`src/rtl/draw_sequencer_pkg.sv`:
```
// Shared definitions for the frame-level draw sequencer.
//   - state_e      : sequencer FSM states
//   - OBJ_*        : object index constants (player and four enemies)
//   - ERASE_COLOUR : colour the VGA path substitutes while erase is high
//   - idx_width()  : width of an object index for a given object count
package draw_sequencer_pkg;

  typedef enum logic [2:0] {
    StIdle,
    StStart,
    StWait,
    StUpdate,
    StSnap,
    StFin
  } state_e;

  localparam int unsigned OBJ_PLAYER = 0;
  localparam int unsigned OBJ_E0     = 1;
  localparam int unsigned OBJ_E1     = 2;
  localparam int unsigned OBJ_E2     = 3;
  localparam int unsigned OBJ_E3     = 4;

  localparam logic [2:0] ERASE_COLOUR = 3'b000;

  function automatic int unsigned idx_width(input int unsigned n);
    return (n > 1) ? $clog2(n) : 1;
  endfunction

endpackage

```
`src/rtl/draw_sequencer_next_set_bit.sv`:
```
// Combinational priority encoder over the object mask.
// Ports:
//   mask       in  : candidate objects
//   idx        in  : current object; only bits strictly above it are considered
//   from_start in  : ignore idx and return the lowest set bit ("search from -1")
//   found      out : a qualifying bit exists
//   next_idx   out : index of the lowest qualifying bit (0 when none)
module draw_sequencer_next_set_bit #(
  parameter int unsigned NUM_OBJ = 5,
  parameter int unsigned IDX_W   = 3
) (
  input  logic [NUM_OBJ-1:0] mask,
  input  logic [IDX_W-1:0]   idx,
  input  logic               from_start,
  output logic               found,
  output logic [IDX_W-1:0]   next_idx
);

  // Scan downwards so the last hit written is the lowest qualifying bit.
  always_comb begin
    found    = 1'b0;
    next_idx = '0;
    for (int i = int'(NUM_OBJ) - 1; i >= 0; i--) begin
      if (mask[i] && (from_start || (i > int'(idx)))) begin
        found    = 1'b1;
        next_idx = IDX_W'(i);
      end
    end
  end

endmodule

```
`src/rtl/draw_sequencer.sv`:
```
// Frame-level drawing controller. Per frame tick: erase last frame's objects,
// pulse update_en, snapshot obj_alive, draw the alive objects, pulse frame_done.
// Ports:
//   clk, reset (async, active low)
//   frame_tick     in  : frame start pulse (dropped and flagged if busy)
//   obj_alive      in  : objects to draw, sampled only in the snapshot state
//   done           in  : datapath finished the current object (honoured in WAIT only)
//   control_signal out : index of the object in progress, 0 when idle
//   draw_start     out : one-cycle restart of the datapath pixel walk
//   erase          out : high throughout the erase pass
//   plot           out : VGA write enable while waiting for done
//   update_en      out : one-cycle game-logic update strobe
//   frame_done     out : one-cycle end-of-frame pulse
//   busy           out : any state other than idle
//   overrun        out : one-cycle pulse, cycle after a dropped frame_tick
module draw_sequencer
  import draw_sequencer_pkg::*;
#(
  parameter int unsigned NUM_OBJ = 5,
  parameter int unsigned CTRL_W  = 4
) (
  input  logic               clk,
  input  logic               reset,
  input  logic               frame_tick,
  input  logic [NUM_OBJ-1:0] obj_alive,
  input  logic               done,
  output logic [CTRL_W-1:0]  control_signal,
  output logic               draw_start,
  output logic               erase,
  output logic               plot,
  output logic               update_en,
  output logic               frame_done,
  output logic               busy,
  output logic               overrun
);

  localparam int unsigned IDX_W = idx_width(NUM_OBJ);

  state_e             state_q, state_d;
  logic               pass_q, pass_d;       // 0 = erase pass, 1 = draw pass
  logic [IDX_W-1:0]   idx_q, idx_d;
  logic [NUM_OBJ-1:0] mask_q, mask_d;
  logic [NUM_OBJ-1:0] prev_alive_q, prev_alive_d;
  logic               overrun_q, overrun_d;

  logic [NUM_OBJ-1:0] search_mask;
  logic               search_from_start;
  logic               search_found;
  logic [IDX_W-1:0]   search_idx;

  // One encoder serves all three lookups: lowest bit of prev_alive (IDLE),
  // lowest bit of obj_alive (SNAP) and next bit above idx (WAIT).
  always_comb begin
    search_mask       = mask_q;
    search_from_start = 1'b0;
    case (state_q)
      StIdle: begin
        search_mask       = prev_alive_q;
        search_from_start = 1'b1;
      end
      StSnap: begin
        search_mask       = obj_alive;
        search_from_start = 1'b1;
      end
      default: ;
    endcase
  end

  draw_sequencer_next_set_bit #(
    .NUM_OBJ (NUM_OBJ),
    .IDX_W   (IDX_W)
  ) u_next_set_bit (
    .mask       (search_mask),
    .idx        (idx_q),
    .from_start (search_from_start),
    .found      (search_found),
    .next_idx   (search_idx)
  );

  always_ff @(posedge clk or negedge reset) begin
    if (!reset) begin
      state_q      <= StIdle;
      pass_q       <= 1'b0;
      idx_q        <= '0;
      mask_q       <= '0;
      prev_alive_q <= '0;
      overrun_q    <= 1'b0;
    end else begin
      state_q      <= state_d;
      pass_q       <= pass_d;
      idx_q        <= idx_d;
      mask_q       <= mask_d;
      prev_alive_q <= prev_alive_d;
      overrun_q    <= overrun_d;
    end
  end

  always_comb begin
    state_d      = state_q;
    pass_d       = pass_q;
    idx_d        = idx_q;
    mask_d       = mask_q;
    prev_alive_d = prev_alive_q;
    overrun_d    = frame_tick && (state_q != StIdle);
    draw_start   = 1'b0;
    plot         = 1'b0;
    update_en    = 1'b0;
    frame_done   = 1'b0;

    case (state_q)
      StIdle: begin
        if (frame_tick) begin
          mask_d = prev_alive_q;
          pass_d = 1'b0;
          if (search_found) begin
            idx_d   = search_idx;
            state_d = StStart;
          end else begin
            state_d = StUpdate;
          end
        end
      end
      StStart: begin
        draw_start = 1'b1;
        state_d    = StWait;
      end
      StWait: begin
        plot = 1'b1;
        if (done) begin
          if (search_found) begin
            idx_d   = search_idx;
            state_d = StStart;
          end else if (!pass_q) begin
            state_d = StUpdate;
          end else begin
            state_d = StFin;
          end
        end
      end
      StUpdate: begin
        update_en = 1'b1;
        state_d   = StSnap;
      end
      StSnap: begin
        mask_d       = obj_alive;
        prev_alive_d = obj_alive;
        pass_d       = 1'b1;
        if (search_found) begin
          idx_d   = search_idx;
          state_d = StStart;
        end else begin
          state_d = StFin;
        end
      end
      StFin: begin
        frame_done = 1'b1;
        idx_d      = IDX_W'(OBJ_PLAYER);
        state_d    = StIdle;
      end
      default: state_d = StIdle;
    endcase
  end

  assign busy           = (state_q != StIdle);
  assign erase          = ~pass_q & busy;
  assign control_signal = busy ? CTRL_W'(idx_q) : '0;
  assign overrun        = overrun_q;

endmodule

```
`config.mk`:
```
export PLATFORM = sky130hd
export DESIGN_NAME = draw_sequencer
export DESIGN_NICKNAME = d
export VERILOG_FILES = /design/src/rtl/draw_sequencer_pkg.sv /design/src/rtl/draw_sequencer_next_set_bit.sv /design/src/rtl/draw_sequencer.sv
export SDC_FILE = /design/constraint.sdc
export NUM_CORES = 1
export LEC_CHECK = 0
export CORE_ASPECT_RATIO = 0.9
export CORE_MARGIN = 5
export CORE_UTILIZATION = 51
export CTS_CLUSTER_DIAMETER = 50
export DETAILED_ROUTE_END_ITERATION = 12
export GPL_TIMING_DRIVEN = 0
export PLACE_DENSITY = 0.83
export SYNTH_ARGS = -nofsm -noshare
export SYNTH_HDL_FRONTEND = slang
export SYNTH_SLANG_ARGS = --single-unit
```
`constraint.sdc`:
```
create_clock -name clk -period 2 [get_ports clk]
set_input_delay 0.3 -clock clk [delete_from_list [all_inputs] [get_ports clk]]
set_output_delay 0.3 -clock clk [all_outputs]
set_load 0.02 [all_outputs]
```
After elaboration in Yosys (flattened, before gate mapping)
Cells that the tools add are included.
- flip-flop bits (word level): 18
- word-level logic and storage cells: 69
- $lt $le $gt $ge: 4
- equal/unequal tests: 7
- mux-type cells: 32
- reductions and logical operators: 18
- bitwise operators: 2
- operators with widths (kind ; count):
    $mux W3 ; 14
    $pmux W5 S2 ; 2
    $pmux W3 S5 ; 1
    $pmux W3 S4 ; 1
    $mux W1 ; 11
    $eq A3 B2 Y1 const B ; 2
    $eq A3 B3 Y1 const B ; 2
    $gt A2 B3 Y1 const A ; 2
    $logic_and A1 B1 Y1 ; 6
    $mux W5 ; 1
    $logic_or A1 B1 Y1 ; 4
    $ne A2 B2 Y1 const B ; 2
    $reduce_and A2 Y1 ; 2
    $reduce_bool A4 Y1 ; 1
    $eq A3 B1 Y1 const B ; 1
    $gt A1 B3 Y1 const A ; 1
    $gt A3 B3 Y1 const A ; 1
    $logic_not A3 Y1 ; 1
    $reduce_and A3 Y1 ; 1
    $reduce_bool A3 Y1 ; 1
    $mux W2 ; 1
    $pmux W1 S2 ; 1
    $reduce_bool A2 Y1 ; 1
    $reduce_or A2 Y1 ; 1
    2 further kinds ; 2

Logic depth before layout (Yosys ltp)
- depth after elaboration: 13
- depth in mapped cells: 6

Cells and area by module
From an unflattened synthesis, not the netlist that was laid out.
- cells, all modules: 123
- area total of the unflattened synthesis: 1147.4 um^2
- by module, submodules not included (module ; area each (um^2) ; cells an instance ; instances):
    draw_sequencer ; 1016.0 ; 104 ; 1
    draw_sequencer_next_set_bit ; 131.4 ; 19 ; 1

Least setup slack after synthesis
OpenSTA, ideal clock, no wires.
- path kind: register to register
- start point: register state_q[1]
- end point: register mask_q[1]
- period minus slack after synthesis: 1515 ps
- buffers on the path: 1
- cell stages (with the launch flop): 6
- setup slack: 485 ps
- arrival time: 1391 ps
- data required time: 1875 ps
- cell sequence: dfrtp_1 > nor2_4 > and2_1 > buf_6 > mux2_4 > mux2_2
- elaborated cells on any way between the ends: 6
- RTL lines (item ; line ; RTL):
    from (decl) ; draw_sequencer.sv:39 ; state_e state_q, state_d;
    from (signal assigned) ; draw_sequencer.sv:82 ; state_q <= StIdle;
    from (signal assigned) ; draw_sequencer.sv:89 ; state_q <= state_d;
    $eq A3 B3 Y1 / $logic_not A3 Y1 (equally long branches) ; draw_sequencer.sv:110 ; case (state_q)
    $pmux W5 S2 (*) ; draw_sequencer.sv:110 ;
    via mask_d[1] ; draw_sequencer.sv:42 ; logic [NUM_OBJ-1:0] mask_q, mask_d;
    to (signal assigned) ; draw_sequencer.sv:92 ; mask_q <= mask_d;
    to (decl) ; draw_sequencer.sv:42 ;
The timed path passes the listed nets; every way through them passes the cells marked *.
A chain may end at the register's enable or synchronous reset.

Worst setup path in the final report
- start point: register state_q[1]
- end point: output port erase
- cells in the longest elaborated chain, start to end: 2
- ends and longest elaborated chain (item ; line ; RTL):
    $reduce_bool A3 Y1 ; draw_sequencer.sv:164 ; assign busy = (state_q != StIdle);
    $and A1 B1 Y1 ; draw_sequencer.sv:165 ; assign erase = ~pass_q & busy;
    to (decl) ; draw_sequencer.sv:29 ; output logic erase,
No other way between the ends.

==> impl_results.rst <==
.. list-table::
   :header-rows: 1

   * - Metric
     - Value
   * - Outcome
     - finished, final reports clean
   * - TritonCTS clock tree
     - yes
   * - Largest net degree at the start of global routing
     - 18
   * - Count of final hold-check violations
     - 0
   * - Worst-skew pair later-pin latency
     - 0.30 ns
   * - Library cell occupying the most area in the post-synthesis netlist
     - dfrtp_1
   * - Buffering stage count on the worst path with inverters included
     - 2
   * - Non-filler cells, final
     - about 160
   * - Achievable clock frequency
     - between 500 and 600 MHz
   * - Instance count of the mapped netlist
     - 111
   * - Areal power density over the cells
     - around 1800 nW/um^2
   * - CTS clock-pin slew for the worst setup and hold paths
     - 0.10 ns
   * - Worst Skew
     - 0.00732 ns
   * - Cell variety after synth
     - 38
   * - Hold_ws
     - 0.432 ns
   * - Critical path, cell by cell
     - or2_1 -> buf_2 -> nor2_4 -> nor2_1 -> clkdlybuf4s15_1
   * - Leakage dissipation
     - roughly 0.6 nW
   * - CP top delay family
     - buffers and inverters
   * - Seq/Total Area, Yosys
     - slightly below 40%
   * - Max IR drop VDD
     - approximately 850 uV
   * - Area share of the largest cell type after synthesis
     - just under 40%
   * - Die outline width
     - about 60 um
   * - Final Slew Violations
     - 0
   * - Cell count after placement
     - roughly 160
   * - Global-route congestion overflow total
     - 0
   * - DRT iter0 DRCs
     - 16
   * - Pre-Repair DR Iteration Count
     - 4
   * - Number of I/O port buffers
     - 18
   * - Crit. End Element
     - primary output
   * - Data arrival time of the worst path
     - between 1.5 and 2 ns
   * - CP Max Fanout
     - 7
   * - Placeable Area
     - 2120 sq um
   * - Count of flip-flops with a built-in enable after synthesis
     - 0
   * - H-tree depth
     - 1
   * - Antenna Violating Nets Remaining
     - 0
   * - Transition time at the pin with the least slew margin
     - 0.763 ns
   * - Core utilization of the finished layout
     - 64.1%
   * - Max-cap violations
     - 0
   * - Number of clock sinks seen by CTS
     - 17
   * - Residual DRC
     - 0
   * - Flip-flop and latch count after synthesis
     - 17
   * - Global placer's final weighted congestion
     - 0.881
   * - Warning count from the yosys run
     - 0
   * - All-layer global routing usage
     - between 15 and 20%
   * - Final cycle utilization of the critical path
     - 97.7%
   * - Final net count
     - approximately 150
   * - Placed standard-cell area
     - between 1000 and 1500 sq um
   * - Flip-flop cell with the highest count after synthesis
     - dfrtp_1
   * - Total wire length
     - 2390 um
   * - Sort of element at the start of the critical path
     - register
   * - Final non-filler cell area
     - 1360 sq um
   * - Worst max-slew margin expressed relative to the limit
     - 49.0%
   * - Avg WL per Cell
     - 14.7 um
   * - Final HPWL DP
     - ~1700 um
   * - Count of cells along the worst register-to-register path
     - 6
   * - CP max stage delay
     - 0.42 ns
   * - Number of buffers inserted during clock tree synthesis
     - 3
   * - Top post-synthesis cells by area
     - dfrtp_1, mux2_4, mux2i_1
   * - Cell with the largest stage delay on the worst path
     - dfrtp_1
   * - Detailed-route via count
     - 886
   * - Vias in the first global route
     - 862
   * - Path category of the worst min-delay check
     - in -> async
   * - Most frequent cell after synthesis
     - dfrtp_1
   * - Effective utilization at floorplan
     - 51.7%
   * - Destination of the worst register-to-register timing path
     - mask_q[3]
   * - Ant. Diodes
     - 0
   * - Root buffer selected by CTS
     - clkbuf_4
   * - Die outline area
     - 3180 sq um
   * - Worst reg2reg path startpoint
     - state_q[1]
   * - Total number of placement rows
     - 16
   * - Net Count, Synth
     - 120
   * - Synth Area per Inst
     - 9.89 sq um
   * - Final worst-path setup slack
     - 0.0469 ns
   * - I/O pins
     - 20
   * - Worst setup slack before clock tree synthesis
     - -0.0696 ns
   * - Critical path class
     - reg -> out
   * - Slack of the worst reg-to-reg path
     - 0.21 ns
   * - Post-synth design cell area
     - 1100 sq um
   * - Data required time of the critical path
     - 1.70 ns
   * - Buffer depth of the longest clock path
     - 2
   * - Area delta synth->final
     - 23.9%
   * - Final count of negative-setup-slack endpoints
     - 0
   * - Post-DR vias/cell
     - 5.44
   * - Wire length of the first global-routing pass
     - 4080 um
   * - Antenna violations before repair
     - 0
   * - Die extent in y
     - 54.0 um
   * - Synth top cells by count
     - dfrtp_1, nand2_1, nor2_1
   * - Share of flip-flops with an asynchronous set or reset
     - 100%
   * - Tmin final
     - 1.95 ns
   * - Fraction of layout instances using a drive strength above 1
     - 27.2%
-- sequential cells by signal, indices dropped and copies added, names as in the netlist --
name          cells
mask_q            4
overrun           1
state_q           3
prev_alive_q      5
pass_q            1
idx_q             3
-- metrics by stage --
| step | TNS (ns) | power, W |
|---|---|---|
| after floorplan | 0 | 0.00173 |
| after global routing | -0.0457 | 0.00258 |
| after CTS | 0 | 0.00233 |
| after detailed placement | -0.299 | 0.00216 |
| after global placement | -0.0894 | 0.00210 |
| final | 0 | 0.00238 |
-- per-layer routing --
layer	global-route usage [%]	part of all wire, %
met2	29.4	47
met3	3.84	5.4
met1	21.8	46
met4	7.92	1.8
met5	0	0
-- repair_timing --
item | in CTS | in global routing
gates resized for setup | 12 | 9
buffers inserted | 1 | 2
hold endpoints to repair | 0 | 0
hold buffers | 0 | 0
pin swaps | 0 | 0
setup endpoints to repair | 9 | 8
-- area by class of cell --
| cell class | count | area, sq um |
|---|---|---|
| buffer | 7 | 61.3 |
| clock buffer | 4 | 26.3 |
| fill | 189 | 762 |
| inverter | 6 | 22.5 |
| multi-input combinational | 81 | 603 |
| sequential | 17 | 425 |
| tap | 27 | 33.8 |
| timing repair buffer | 21 | 188 |
-- cells by family after synthesis --
logic type,count (synthesis),share of synthesized area [%]
buf+inv,13,7.41
mux,14,15.5
simple gates,42,22.5
compound gates,24,15.5
flops,17,38.8
other cells,1,0.342
-- report_power, final --
group / internal (W) / switching, W / total (W)
Combinational: 0.000746 / 0.000808 / 0.00155
Sequential: 0.000508 / 0.000126 / 0.000634
Clock: 0.0000779 / 0.000117 / 0.000195
-- worst max path at each step --
stage,cells after the start,slack (ns),to,start
floorplan,5,0.48,mask_q[1],state_q[1]
finish,5,0.05,erase,state_q[1]
global placement,5,-0.02,erase,state_q[1]
global route,5,-0.02,erase,state_q[0]
CTS,5,0.01,control_signal[1],state_q[0]
detailed placement,5,-0.07,control_signal[1],state_q[1]
-- cell usage in the layout (no fill, tap or decap), drive strengths merged --
master and n:
nor3b 1, conb 1, clkdlybuf4s15 3, buf 10
inv 6, a21oi 6, o21ai 8, nor3 1
nand2 9, mux2 9, or4b 1, o22ai 1
nand2b 4, o211ai 1, nor4b 1, or3b 1
a32oi 1, nor4 1, mux2i 5, nand3 4
dlygate4sd2 4, a21o 1, clkbuf 6, a211oi 1
clkdlybuf4s50 9, o32ai 1, nand4 1, nor2b 5
o21bai 2, or2 1, and2 2, a22oi 1
a21bo 1, dfrtp 17, nor2 10
No activity file was read; power rests on OpenSTA's default activity.
==> RTL change: new RTL, same flow settings <==
Reset style: synchronous (`reset`), changed in one clocked block. Comments in the files are not updated.
--- a/src/rtl/draw_sequencer.sv
+++ b/src/rtl/draw_sequencer.sv
@@ -77,7 +77,7 @@
     .next_idx   (search_idx)
   );
 
-  always_ff @(posedge clk or negedge reset) begin
+  always_ff @(posedge clk) begin
     if (!reset) begin
       state_q      <= StIdle;
       pass_q       <= 1'b0;
Function: differs if reset is asserted again (counterexample within 4 cycles, from zero or initial values and one cycle with reset low); with reset held inactive, the same outputs for 10 cycles.
==> RTL change against the original RTL <==
Global-route usage increased by 0.30 points. Area after synthesis increased by 0.68%. Register-to-register slack improved by 0.21 ns. Wire length increased by 11%. Cell area increased by 1.1%. Synthesized cell count increased by 17%. Setup slack improved by 0.019 ns. Sequential cell count unchanged. Critical endpoint is now control_signal[2].
Power is not compared: it rests on default switching activity, and its combinational part moved more than twofold at a synthesized area within 25%.
==> RTL change: results (changes against the original RTL) <==
Cells and area
  – Fraction of layout cells with a size suffix above 1: 0.232 (-0.0398)
  – Largest registers: prev_alive_q (5), mask_q (4)
  – Fin nets: 165 (+13%)
  – Fillers: 192 (+1.6%)

GRT
  – First-pass GRT wire length: 4.27 mm (+4.8%)
  – Vias in the first global route: 927 (+7.5%)
  – GRT Total Usage: 0.179 (+0.00299)
  – Largest net degree at the start of global routing: 12 (-6)

Synthesis
  – Multiplexer share of the synthesized area: 0.0793 (-0.0758)
  – Synth top area cells: dfxtp_1 31%, nor2_1 5.1%, a211oi_1 4.8%
  – Net count after synthesis: 139 (+16%)
  – Synth top cells by count: 17 x dfxtp_1, 15 x nor2_1, 8 x inv_1, 8 x nand2_1, 8 x nor2b_1
  – Sequential fraction of the synthesis area: 0.308 (-0.0796)
  – Post-synthesis async set-or-reset flop share: 0 (-1.00)
  – Compound-Gate Fraction of Synth Area: 0.285 (+0.130)
  – Synth Area in Adders: 0 (unchanged)
  – Top-area cell type share of the netlist area: 0.308 (-0.0796)
  – Ys Warns: 0 (unchanged)
  – Distinct cells, synth: 46 (+21%)
  – Synth Area in XOR/XNOR: 0 (unchanged)
  – Syn Area/Cell: 8.50 um^2 (-14%)

CTS
  – Clk Latency, worst-skew pair: 0.31 ns
  – Reg clk slew, reported paths: 0.11 ns
  – CTS max path bufs: 2 (unchanged)
  – H-tree levels: 1 (unchanged)
  – CTS root buf: clkbuf_4
  – Total CTS buffers: 3 (unchanged)

Detailed routing
  – Via-to-Cell Ratio: 5.68 (+4.4%)
  – DRT Wirelength: 2.64 mm (+11%)
  – Starting DRC count in detailed routing: 23 (+7)
  – Detailed-route via count: 1033 (+17%)

Critical path
  – WP data arrival: 1.63 ns (-0.02 ns)
  – Crit-path slowest cell: dfxtp_2
  – CP Max Fanout: 10 (+3)
  – Highest cell delay on the worst timing path: 0.37 ns (-0.05 ns)

Placement
  – Worst slack, placed: -0.0248 ns (+0.0447 ns)
  – Post-DP HPWL: 2.02 mm (+16%)
  – Routability cong.: 0.904 (+2.6%)
  – Placed insts: 175 (+12%)

Min path
  – HP Class: register to register

Power and ir drop
  – Static leakage: 0.554 nW
  – Worst vdd ir: 761 uV

Timing
  – Final Hold Vio Count: 0 (unchanged)
  – Setup Skew: 0.00484 ns (-0.00247 ns)

Status
  – Status: completed
==> RTL change: cell types whose count changed after synthesis, sizes merged, moves of 3 or more <==
cell | unedited run | this run
dfrtp | 17 | 0
dfxtp | 0 | 17
nor2 | 10 | 18
a211oi | 1 | 8
mux2 | 9 | 3
nand3 | 4 | 1
nor2b | 5 | 8
==> RTL change: critical path: cells and delay by family (launching register included) <==
family	cells	cell delay [ns]
simple gates	3	0.50
buf+inv	2	0.44
flops	1	0.37
==> RTL change: cell type report <==
class	instances	share of cell area
Clock buffer	3	0.0164
Inverter	8	0.0218
Tap cell	27	0.0246
Sequential cell	17	0.250
Timing Repair Buffer	21	0.133
Multi-Input combinational cell	99	0.520
Clock inverter	1	0.00546
Buffer	6	0.0291
==> RTL change: repair_timing <==
action	in CTS	in global routing
resized for setup	14	14
buffers inserted	0	3
pin swaps	0	1
setup endpoints to repair	9	8
hold endpoints to repair	0	0
gates cloned	0	0
==> RTL change: power by group through the flow <==
stage	Combinational, mW	Sequential, mW	Clock, mW
after detailed placement	0.652	0.433	0
after floorplan	0.473	0.425	0
after CTS	0.635	0.431	0.207
final	0.685	0.433	0.201
after global routing	0.751	0.441	0.223
after global placement	0.643	0.432	0
==> RTL change: through the flow <==
stage,total power [mW],cell area [um^2],util
4_1_cts,1.27,1360,0.639
6_report,1.32,1380,0.648
2_1_floorplan,0.898,1100,-
3_3_place_gp,1.08,1320,0.621
3_5_place_dp,1.09,1320,0.621
5_1_grt,1.42,1380,0.648
==> RTL change: cells by family (layout without fill, tap and decap cells) <==
family | Yosys count | in the layout
multiplexers | 8 | 8
flip-flops | 17 | 17
AND/OR/NAND/NOR | 51 | 51
buffers and inverters | 14 | 39
AO/OA/AOI/OAI | 39 | 39
other | 1 | 1
==> RTL change: per-layer routing <==
layer,track usage,vias to the layer above,wire [um]
met1,0.232,463,1230
met4,0.0453,0,13
met3,0.0504,2,208
met2,0.292,39,1190
li1,-,529,-
met5,0,-,0
==> RTL change: worst paths after layout <==
check / start / to / slack (ns) / cells past startpoint
max: state_q[0]$_SDFFE_PN0P_ / control_signal[2] / 0.07 / 5
min: mask_q[2]$_SDFFE_PN0P_ / mask_q[2]$_SDFFE_PN0P_ / 0.52 / 2
max reg2reg: idx_q[1]$_SDFFE_PN0P_ / state_q[2]$_SDFFE_PN0P_ / 0.42 / 4
min reg2reg: mask_q[2]$_SDFFE_PN0P_ / mask_q[2]$_SDFFE_PN0P_ / 0.52 / 2
